File: config.mk
export PLATFORM = sky130hd
export DESIGN_NAME = monster_fire_sched
export DESIGN_NICKNAME = d
export VERILOG_FILES = /design/src/rtl/space_monsters_pkg.sv /design/src/rtl/monster_fire_sched_rr_picker.sv /design/src/rtl/monster_fire_sched.sv
export SDC_FILE = /design/constraint.sdc
export NUM_CORES = 1
export LEC_CHECK = 0
export ABC_AREA = 1
export BUFFER_PORTS_ARGS = -buffer_cell sky130_fd_sc_hd__buf_2
export CORE_MARGIN = 3
export CORE_UTILIZATION = 54
export CTS_CLUSTER_SIZE = 40
export DETAILED_ROUTE_END_ITERATION = 6
export PLACE_DENSITY = 0.77
export SETUP_SLACK_MARGIN = 0.02
export SYNTH_ARGS = -nofsm -noshare
export SYNTH_HDL_FRONTEND = slang
export SYNTH_SLANG_ARGS = --single-unit
File: constraint.sdc
create_clock -name clk -period 2.09 [get_ports clk]
set_input_delay 0.3135 -clock clk [delete_from_list [all_inputs] [get_ports clk]]
set_output_delay 0.3135 -clock clk [all_outputs]
set_load 0.1 [all_outputs]
File: src/rtl/space_monsters_pkg.sv
// Shared types and constants for the Space Monsters block controller.
package space_monsters_pkg;

  localparam int MAX_MON   = 8;
  localparam int MAX_SLOTS = 4;

  localparam logic LVL1 = 1'b0;
  localparam logic LVL2 = 1'b1;

  typedef enum logic [3:0] {
    IDLE     = 4'b0001,
    COOLDOWN = 4'b0010,
    SELECT   = 4'b0100,
    ISSUE    = 4'b1000
  } fsched_state_t;

endpackage

File: src/rtl/monster_fire_sched_rr_picker.sv
// Round-robin picker: first set request strictly after ptr, wrapping N-1 -> 0.
// If only ptr itself is requesting, ptr is granted on the final step of the search.
module rr_picker #(
  parameter int N = 5,
  parameter int W = 3
) (
  input  logic [N-1:0] req,
  input  logic [W-1:0] ptr,
  output logic [W-1:0] grant_idx,
  output logic         any
);

  int k;

  // Walk from the farthest candidate to the nearest so the nearest hit wins.
  always_comb begin
    grant_idx = '0;
    k         = 0;
    for (int i = N; i >= 1; i--) begin
      k = int'(ptr) + i;
      if (k >= N) k = k - N;
      if (req[k]) grant_idx = W'(k);
    end
  end

  assign any = |req;

endmodule

File: src/rtl/monster_fire_sched.sv
// Enemy shot scheduler: level-paced cooldown, round-robin shooter, lowest free slot.
// Optional FIRE_STATS_EN adds a saturating shots_fired counter output.
module monster_fire_sched
  import space_monsters_pkg::*;
#(
  parameter int NUM_MON     = 5,
  parameter int NUM_SLOTS   = 2,
  parameter int COOLDOWN_L1 = 60,
  parameter int COOLDOWN_L2 = 30,
  localparam int MON_W  = (NUM_MON   > 1) ? $clog2(NUM_MON)   : 1,
  localparam int SLOT_W = (NUM_SLOTS > 1) ? $clog2(NUM_SLOTS) : 1
) (
  input  logic                 clk,
  input  logic                 rst,
  input  logic                 enable,
  input  logic                 level,
  input  logic                 frame_tick,
  input  logic [NUM_MON-1:0]   alive,
  input  logic [NUM_SLOTS-1:0] slot_busy,
  output logic                 fire_valid,
  input  logic                 fire_ready,
  output logic [MON_W-1:0]     fire_mon,
`ifdef FIRE_STATS_EN
  output logic [SLOT_W-1:0]    fire_slot,
  output logic [15:0]          shots_fired
`else
  output logic [SLOT_W-1:0]    fire_slot
`endif
);

  if (COOLDOWN_L1 < 1 || COOLDOWN_L1 > 255 || COOLDOWN_L2 < 1 || COOLDOWN_L2 > 255) begin : g_bad_cd
    $error("monster_fire_sched: cooldown parameters must be 1..255");
  end
  if (NUM_MON < 1 || NUM_MON > MAX_MON || NUM_SLOTS < 1 || NUM_SLOTS > MAX_SLOTS) begin : g_bad_size
    $error("monster_fire_sched: NUM_MON/NUM_SLOTS out of range");
  end

  localparam logic [7:0] CD_L1 = 8'(COOLDOWN_L1);
  localparam logic [7:0] CD_L2 = 8'(COOLDOWN_L2);

  fsched_state_t       state;
  logic [7:0]          cd_cnt;
  logic [7:0]          cd_load;
  logic [MON_W-1:0]    rr_ptr;
  logic [MON_W-1:0]    mon_grant;
  logic                mon_any;
  logic [SLOT_W-1:0]   free_slot;
  logic                slot_any;

  assign cd_load  = (level == LVL1) ? CD_L1 : CD_L2;
  assign slot_any = ~&slot_busy;

  rr_picker #(.N(NUM_MON), .W(MON_W)) u_mon_pick (
    .req       (alive),
    .ptr       (rr_ptr),
    .grant_idx (mon_grant),
    .any       (mon_any)
  );

  always_comb begin
    free_slot = '0;
    for (int j = NUM_SLOTS - 1; j >= 0; j--)
      if (!slot_busy[j]) free_slot = SLOT_W'(j);
  end

  // Dropping enable wins over everything, including a handshake in the same cycle.
  always_ff @(posedge clk or posedge rst) begin
    if (rst) begin
      state      <= IDLE;
      fire_valid <= 1'b0;
      fire_mon   <= '0;
      fire_slot  <= '0;
      cd_cnt     <= '0;
      rr_ptr     <= MON_W'(NUM_MON - 1);
    end else if (!enable) begin
      state      <= IDLE;
      fire_valid <= 1'b0;
    end else begin
      unique case (state)
        IDLE: begin
          cd_cnt <= cd_load;
          state  <= COOLDOWN;
        end
        COOLDOWN: begin
          if (frame_tick) begin
            cd_cnt <= cd_cnt - 8'd1;
            if (cd_cnt == 8'd1) state <= SELECT;
          end
        end
        SELECT: begin
          if (mon_any && slot_any) begin
            fire_mon   <= mon_grant;
            fire_slot  <= free_slot;
            fire_valid <= 1'b1;
            state      <= ISSUE;
          end
        end
        ISSUE: begin
          if (fire_ready) begin
            rr_ptr     <= fire_mon;
            fire_valid <= 1'b0;
            cd_cnt     <= cd_load;
            state      <= COOLDOWN;
          end
        end
        default: begin
          state      <= IDLE;
          fire_valid <= 1'b0;
        end
      endcase
    end
  end

`ifdef FIRE_STATS_EN
  always_ff @(posedge clk or posedge rst) begin
    if (rst)
      shots_fired <= '0;
    else if (fire_valid && fire_ready && shots_fired != 16'hFFFF)
      shots_fired <= shots_fired + 16'd1;
  end
`endif

endmodule

# ---- Yosys cells after proc, flatten, opt, wreduce, memory -nomap -nowiden
# Index checks and enable logic that the tools add are counted.
dict set report classes {
  eq_ne 12
  addsub 11
  order_cmp 10
  n_mux 41
  n_reduce_logical 11
}
# op count
set op_table {}
lappend op_table {{$ge A32 B4 Y1 const B} 5}
lappend op_table {{$lt A32 B5 Y1 const B} 5}
lappend op_table {{$mux W32} 5}
lappend op_table {{$sub A32 B4 Y32 const B} 5}
lappend op_table {{$pmux W8 S3} 1}
lappend op_table {{$mux W4} 5}
lappend op_table {{$mux W8} 2}
lappend op_table {{$pmux W4 S4} 1}
lappend op_table {{$bmux W1 S3} 5}
lappend op_table {{$mux W1} 15}
lappend op_table {{$mux W3} 5}
lappend op_table {{$ne A3 B3 Y1 const B} 4}
lappend op_table {{$reduce_and A3 Y1} 3}
lappend op_table {{$add A3 B2 Y4 const B} 2}
lappend op_table {{$add A3 B3 Y4 const B} 2}
lappend op_table {{$eq A8 B1 Y1 const B} 1}
lappend op_table {{$reduce_and A4 Y1} 2}
lappend op_table {{$sub A8 B1 Y8 const B} 1}
lappend op_table {{$mux W6} 1}
lappend op_table {{$ne A2 B2 Y1 const B} 3}
lappend op_table {{$reduce_or A5 Y1} 1}
lappend op_table {{$add A3 B1 Y4 const B} 1}
lappend op_table {{$eq A4 B1 Y1 const B} 1}
lappend op_table {{$eq A4 B2 Y1 const B} 1}
lappend op_table {{8 further kinds} 8}
dict set report word_totals {
  output_inout_bits 5
  elab_cells 91
  reg_bits 20
  input_bits 13
}

# ---- Logic depth before layout (Yosys ltp)
dict set report logic_depth {
  depth_word 11
  mapped_depth 19
  ltp_nobuf 18
}

# ---- By module
# Synthesis repeated with hierarchy kept, for this count alone.
dict set report hier_totals {
  hier_cells 341
  hier_area_um2 2123.3
}
# mod instances cells_per_inst area_each_um2
set modules_own_cells {}
lappend modules_own_cells {monster_fire_sched 1 148 1128.6}
lappend modules_own_cells {rr_picker 1 193 994.7}

# ---- Worst setup path before layout
# No wires, ideal clock.
dict set report synth_path {
  path_kind {reg-to-reg}
  start {reg rr_ptr[2]}
  end {reg fire_mon[2]}
  setup_ns 0.121
  arrival_time_ns 2.141
  path_stages_with_launch 15
  period_less_slack_ns 2.262
  path_buffers 1
  setup_slack_ns -0.172
  cell_sequence {dfstp_2 > buf_6 > inv_1 > ha_1 > a21o_2 > o21ai_1 > inv_1 > nand3_1 > nand3_1 > nand2_1 > nor2_1 > nand2_1 > nand2_1 > a21oi_1 > nor2_1}
}
dict set report synth_between {
  elab_chain_len 11
}
# element line_no
set synth_rtl {}
lappend synth_rtl {{start, declared} monster_fire_sched.sv:44} ;# logic [MON_W-1:0] rr_ptr;
lappend synth_rtl {{start signal, assigned} monster_fire_sched.sv:74} ;# rr_ptr <= MON_W'(NUM_MON - 1);
lappend synth_rtl {{start signal, assigned} monster_fire_sched.sv:100} ;# rr_ptr <= fire_mon;
lappend synth_rtl {{$add A3 B3 Y4} monster_fire_sched_rr_picker.sv:20} ;# k = int'(ptr) + i;
lappend synth_rtl {{$sub A32 B4 Y32 / $ge A32 B4 Y1 (equally long branches)} monster_fire_sched_rr_picker.sv:21} ;# if (k >= N) k = k - N;
lappend synth_rtl {{$mux W32} monster_fire_sched_rr_picker.sv:21}
lappend synth_rtl {{$bmux W1 S3} monster_fire_sched_rr_picker.sv:22} ;# if (req[k]) grant_idx = W'(k);
lappend synth_rtl {{$mux W1 (implied by the code) (2 in series)} monster_fire_sched_rr_picker.sv:22}
lappend synth_rtl {{$mux W3 (4 in series)} monster_fire_sched_rr_picker.sv:22}
lappend synth_rtl {{$mux W3 (*)} monster_fire_sched_rr_picker.sv:22}
lappend synth_rtl {{end signal, assigned} monster_fire_sched.sv:92} ;# fire_mon <= mon_grant;
lappend synth_rtl {{end, declared} monster_fire_sched.sv:22} ;# output logic [MON_W-1:0] fire_mon,
# Every way passes the cells marked *; elsewhere a longest branch is shown, timed or not. The select of a mux whose other input is x is not followed.
# A chain may end at the register's enable or synchronous reset.

# ---- Final worst setup path
dict set report layout_path {
  start {reg rr_ptr[1]}
  end {reg fire_mon[2]}
}
# The elaborated chain is that of the path after synthesis.

==> impl_metrics.json <==
{
  "timing.final.ws_setup_ns": -0.138,
  "fp.dieW_um": 65.4,
  "ys_ff_latch": 20,
  "placed_area_um2": 2240,
  "yosysMostFrequentCell": "nand2_1",
  "clock-sinks": 20,
  "io_buffers": 17,
  "htree_levels": 1,
  "fin_area_um2": 2560,
  "crit_type": "register to register",
  "num_io_pins": 18,
  "drive_gt1_frac": 0.387,
  "hold_path_class": "input port to asynchronous set/reset pin",
  "synthCells": 290,
  "ys.flop_type": "dfrtp_1",
  "grt-ovfl-total": 0,
  "synth_nets": 315,
  "wl_per_cell_um": 13.9,
  "start_util": 0.594,
  "path_max_fanout": 6,
  "cts_tree": "done",
  "violations": "setup timing",
  "worst_ep_arrival_time_ns": 2.45,
  "drc": 0,
  "worst_ep_required_time_ns": 2.31,
  "ant_nets": 0,
  "async_reset_ff_frac": 1.00,
  "insertion_delay_ns": 0.31,
  "run_status": "finished with violations",
  "yosys_warnings": 0,
  "gp_congestion": 0.957,
  "dieArea_um2": 4270,
  "synth_edf_count": 0,
  "rows": 20,
  "grt_setup_unrepaired": "yes",
  "synth_top_area_cell": "dfrtp_1",
  "cp_cell_sequence": "buf_6, fa_2, a21o_4, nand2_4, nand2_4, inv_4, buf_4, nand3_2, nand2_2, nor2_2, nand2_1, nand2_1, a21oi_2, nor2_1",
  "grt_pass1_vias": 1881,
  "fp.dieH_um": 65.4,
  "tightest_slew_ns": 0.753,
  "synth_cell_types": 35,
  "cp_slowest_cell": "dfrtp_2",
  "hpwlAfterDp_mm": 3.69,
  "cts_hold_buf": 0,
  "finalSetupViolCount": 3,
  "finalNetCount": 370,
  "ir_worst_vdd_v": 0.000524,
  "place_inst": 372,
  "skew_ns": 0.00143,
  "avgSynthCellArea_um2": 6.56,
  "maxCapViolCount": 0,
  "cp-start-kind": "register",
  "netlist.area_leader.share": 0.237,
  "synthTopCellsByArea": "dfrtp_1, nand2_1, nand3_1",
  "grt_max_degree": 21,
  "wl_mm": 5.40,
  "area_delta_synth_final_pct": 34.6,
  "stdcell_count": 388,
  "fill_cells": 235,
  "fin_crit_ns": 2.23,
  "hold_viol": 0,
  "max_freq_mhz": 449,
  "setup_tns_ns": -0.346,
  "maxSlewViolCount": 0,
  "max-slew-margin-rel": 0.497,
  "cpPeakStageDelay_ns": 0.46,
  "post-route-period-util": 1.07,
  "drtIter0Drc": 153,
  "vias": 2133,
  "synthesis.area_um2": 1900,
  "total_power_w": 0.00173,
  "antenna_found_initial": 0,
  "synthTopCellsByCount": "nand2_1, inv_1, nand3_1",
  "cts_max_path_buffers": 2,
  "routed_via_density": 5.50,
  "coreArea_um2": 3200,
  "p_per_area_nw_per_um2": 676,
  "ys_seq_area_frac": 0.264,
  "numCtsBuffers": 3,
  "antenna_cells": 0,
  "cts_root_buffer": "clkbuf_4",
  "track_usage": 0.249,
  "clkTransAtPathRegs_ns": 0.11,
  "dr.pass1.iters": 4,
  "grt_pass1_wl_mm": 8.34,
  "crit_path_end_kind": "register",
  "leakagePower_nw": 1.28
}
## final cells by class
class | instances | area (µm²) | share of cell area
Clock buffer | 4 | 36.3 | 0.0142
Inverter | 43 | 170 | 0.0664
Multi-Input combinational cell | 225 | 1420 | 0.556
Sequential cell | 20 | 504 | 0.197
Tap cell | 44 | 55.1 | 0.0215
Timing Repair Buffer | 52 | 372 | 0.145
## stage by stage
| step | setup slack, ns | utilization | hold WS (ns) |
|---|---|---|---|
| finish | -0.138 | 0.800 | 0.110 |
| global route | -0.243 | 0.800 | 0.166 |
| CTS | -0.0788 | 0.757 | 0.135 |
| detailed placement | -0.0807 | 0.699 | 0.479 |
| global placement | -0.0556 | 0.699 | 0.462 |
| floorplan | -0.134 | - | 0.276 |
## power breakdown
part	leakage (nW)	internal (W)	switching (W)
clock	0.0210	0.000107	0.000124
sequential	0.245	0.000480	0.0000923
combinational	1.01	0.000307	0.000621
## logic make-up after synthesis
group	share of synthesized area
simple gates	0.405
compound gates	0.145
buf+inv	0.0947
flops	0.264
fa+ha+maj	0.0828
xor+xnor	0.00855
## layer usage
metal	global-route usage	vias up	part of all wire
li1	-	1058	-
met1	0.356	995	0.47
met2	0.391	67	0.46
met3	0.0427	13	0.052
met4	0.0570	0	0.017
met5	0	-	0
## flip-flops by register name, indices dropped and copies added, names as in the netlist
register / count
cd_cnt: 8
state: 4
fire_mon: 3
rr_ptr: 3
fire_slot: 1
fire_valid: 1
## worst max-delay path, delay by kind of cell, from the launching register on
family	cells	cell delay, ns
flops	1	0.46
compound gates	2	0.36
fa+ha+maj	1	0.42
simple gates	8	0.57
buf+inv	3	0.31
## what timing repair did
item | CTS | global route
endpoints found under the hold margin | 0 | 0
endpoints found under the setup margin | 3 | 3
setup buffers | 8 | 5
gates resized for setup | 22 | 27
pin swaps | 9 | 19
gates cloned | 0 | 0
## cell usage in the layout, fill, tap and decap left out, types with 3 or more instances in the layout
master / Yosys / routed
nand2_1: 76 / 61
inv_1: 40 / 33
buf_4: 1 / 31
nand3_1: 34 / 26
nand2_2: 11 / 24
nor2_1: 22 / 21
dfrtp_1: 18 / 17
buf_2: 0 / 17
o21ai_0: 14 / 14
nand3_2: 2 / 10
a21oi_1: 12 / 10
inv_2: 3 / 7
nand4_1: 7 / 7
nor3_1: 5 / 5
ha_1: 11 / 5
ha_4: 0 / 5
o21ai_1: 7 / 4
a21oi_2: 2 / 4
o21ai_2: 3 / 4
nor2_2: 3 / 4
clkbuf_4: 0 / 3
buf_6: 1 / 3
## path summary, 6_finish.rpt
path                                         from                      end  slack, ns  cells past startpoint
setup reg to reg            rr_ptr[1]$_DFFE_PP0P_  fire_mon[2]$_DFFE_PP0P_      -0.14                     14
min in group clk                       fire_ready     state[3]$_DFFE_PP0P_       0.22                      2
setup / recovery            rr_ptr[1]$_DFFE_PP0P_  fire_mon[2]$_DFFE_PP0P_      -0.14                     14
max in group asynchronous                     rst    rr_ptr[1]$_DFFE_PP0P_       1.47                      2
hold reg to reg            fire_valid$_DFFE_PP0P_   fire_valid$_DFFE_PP0P_       0.50                      2
hold / removal                                rst    rr_ptr[0]$_DFFE_PP0P_       0.11                      2
Power figures use the tool's default switching activity.
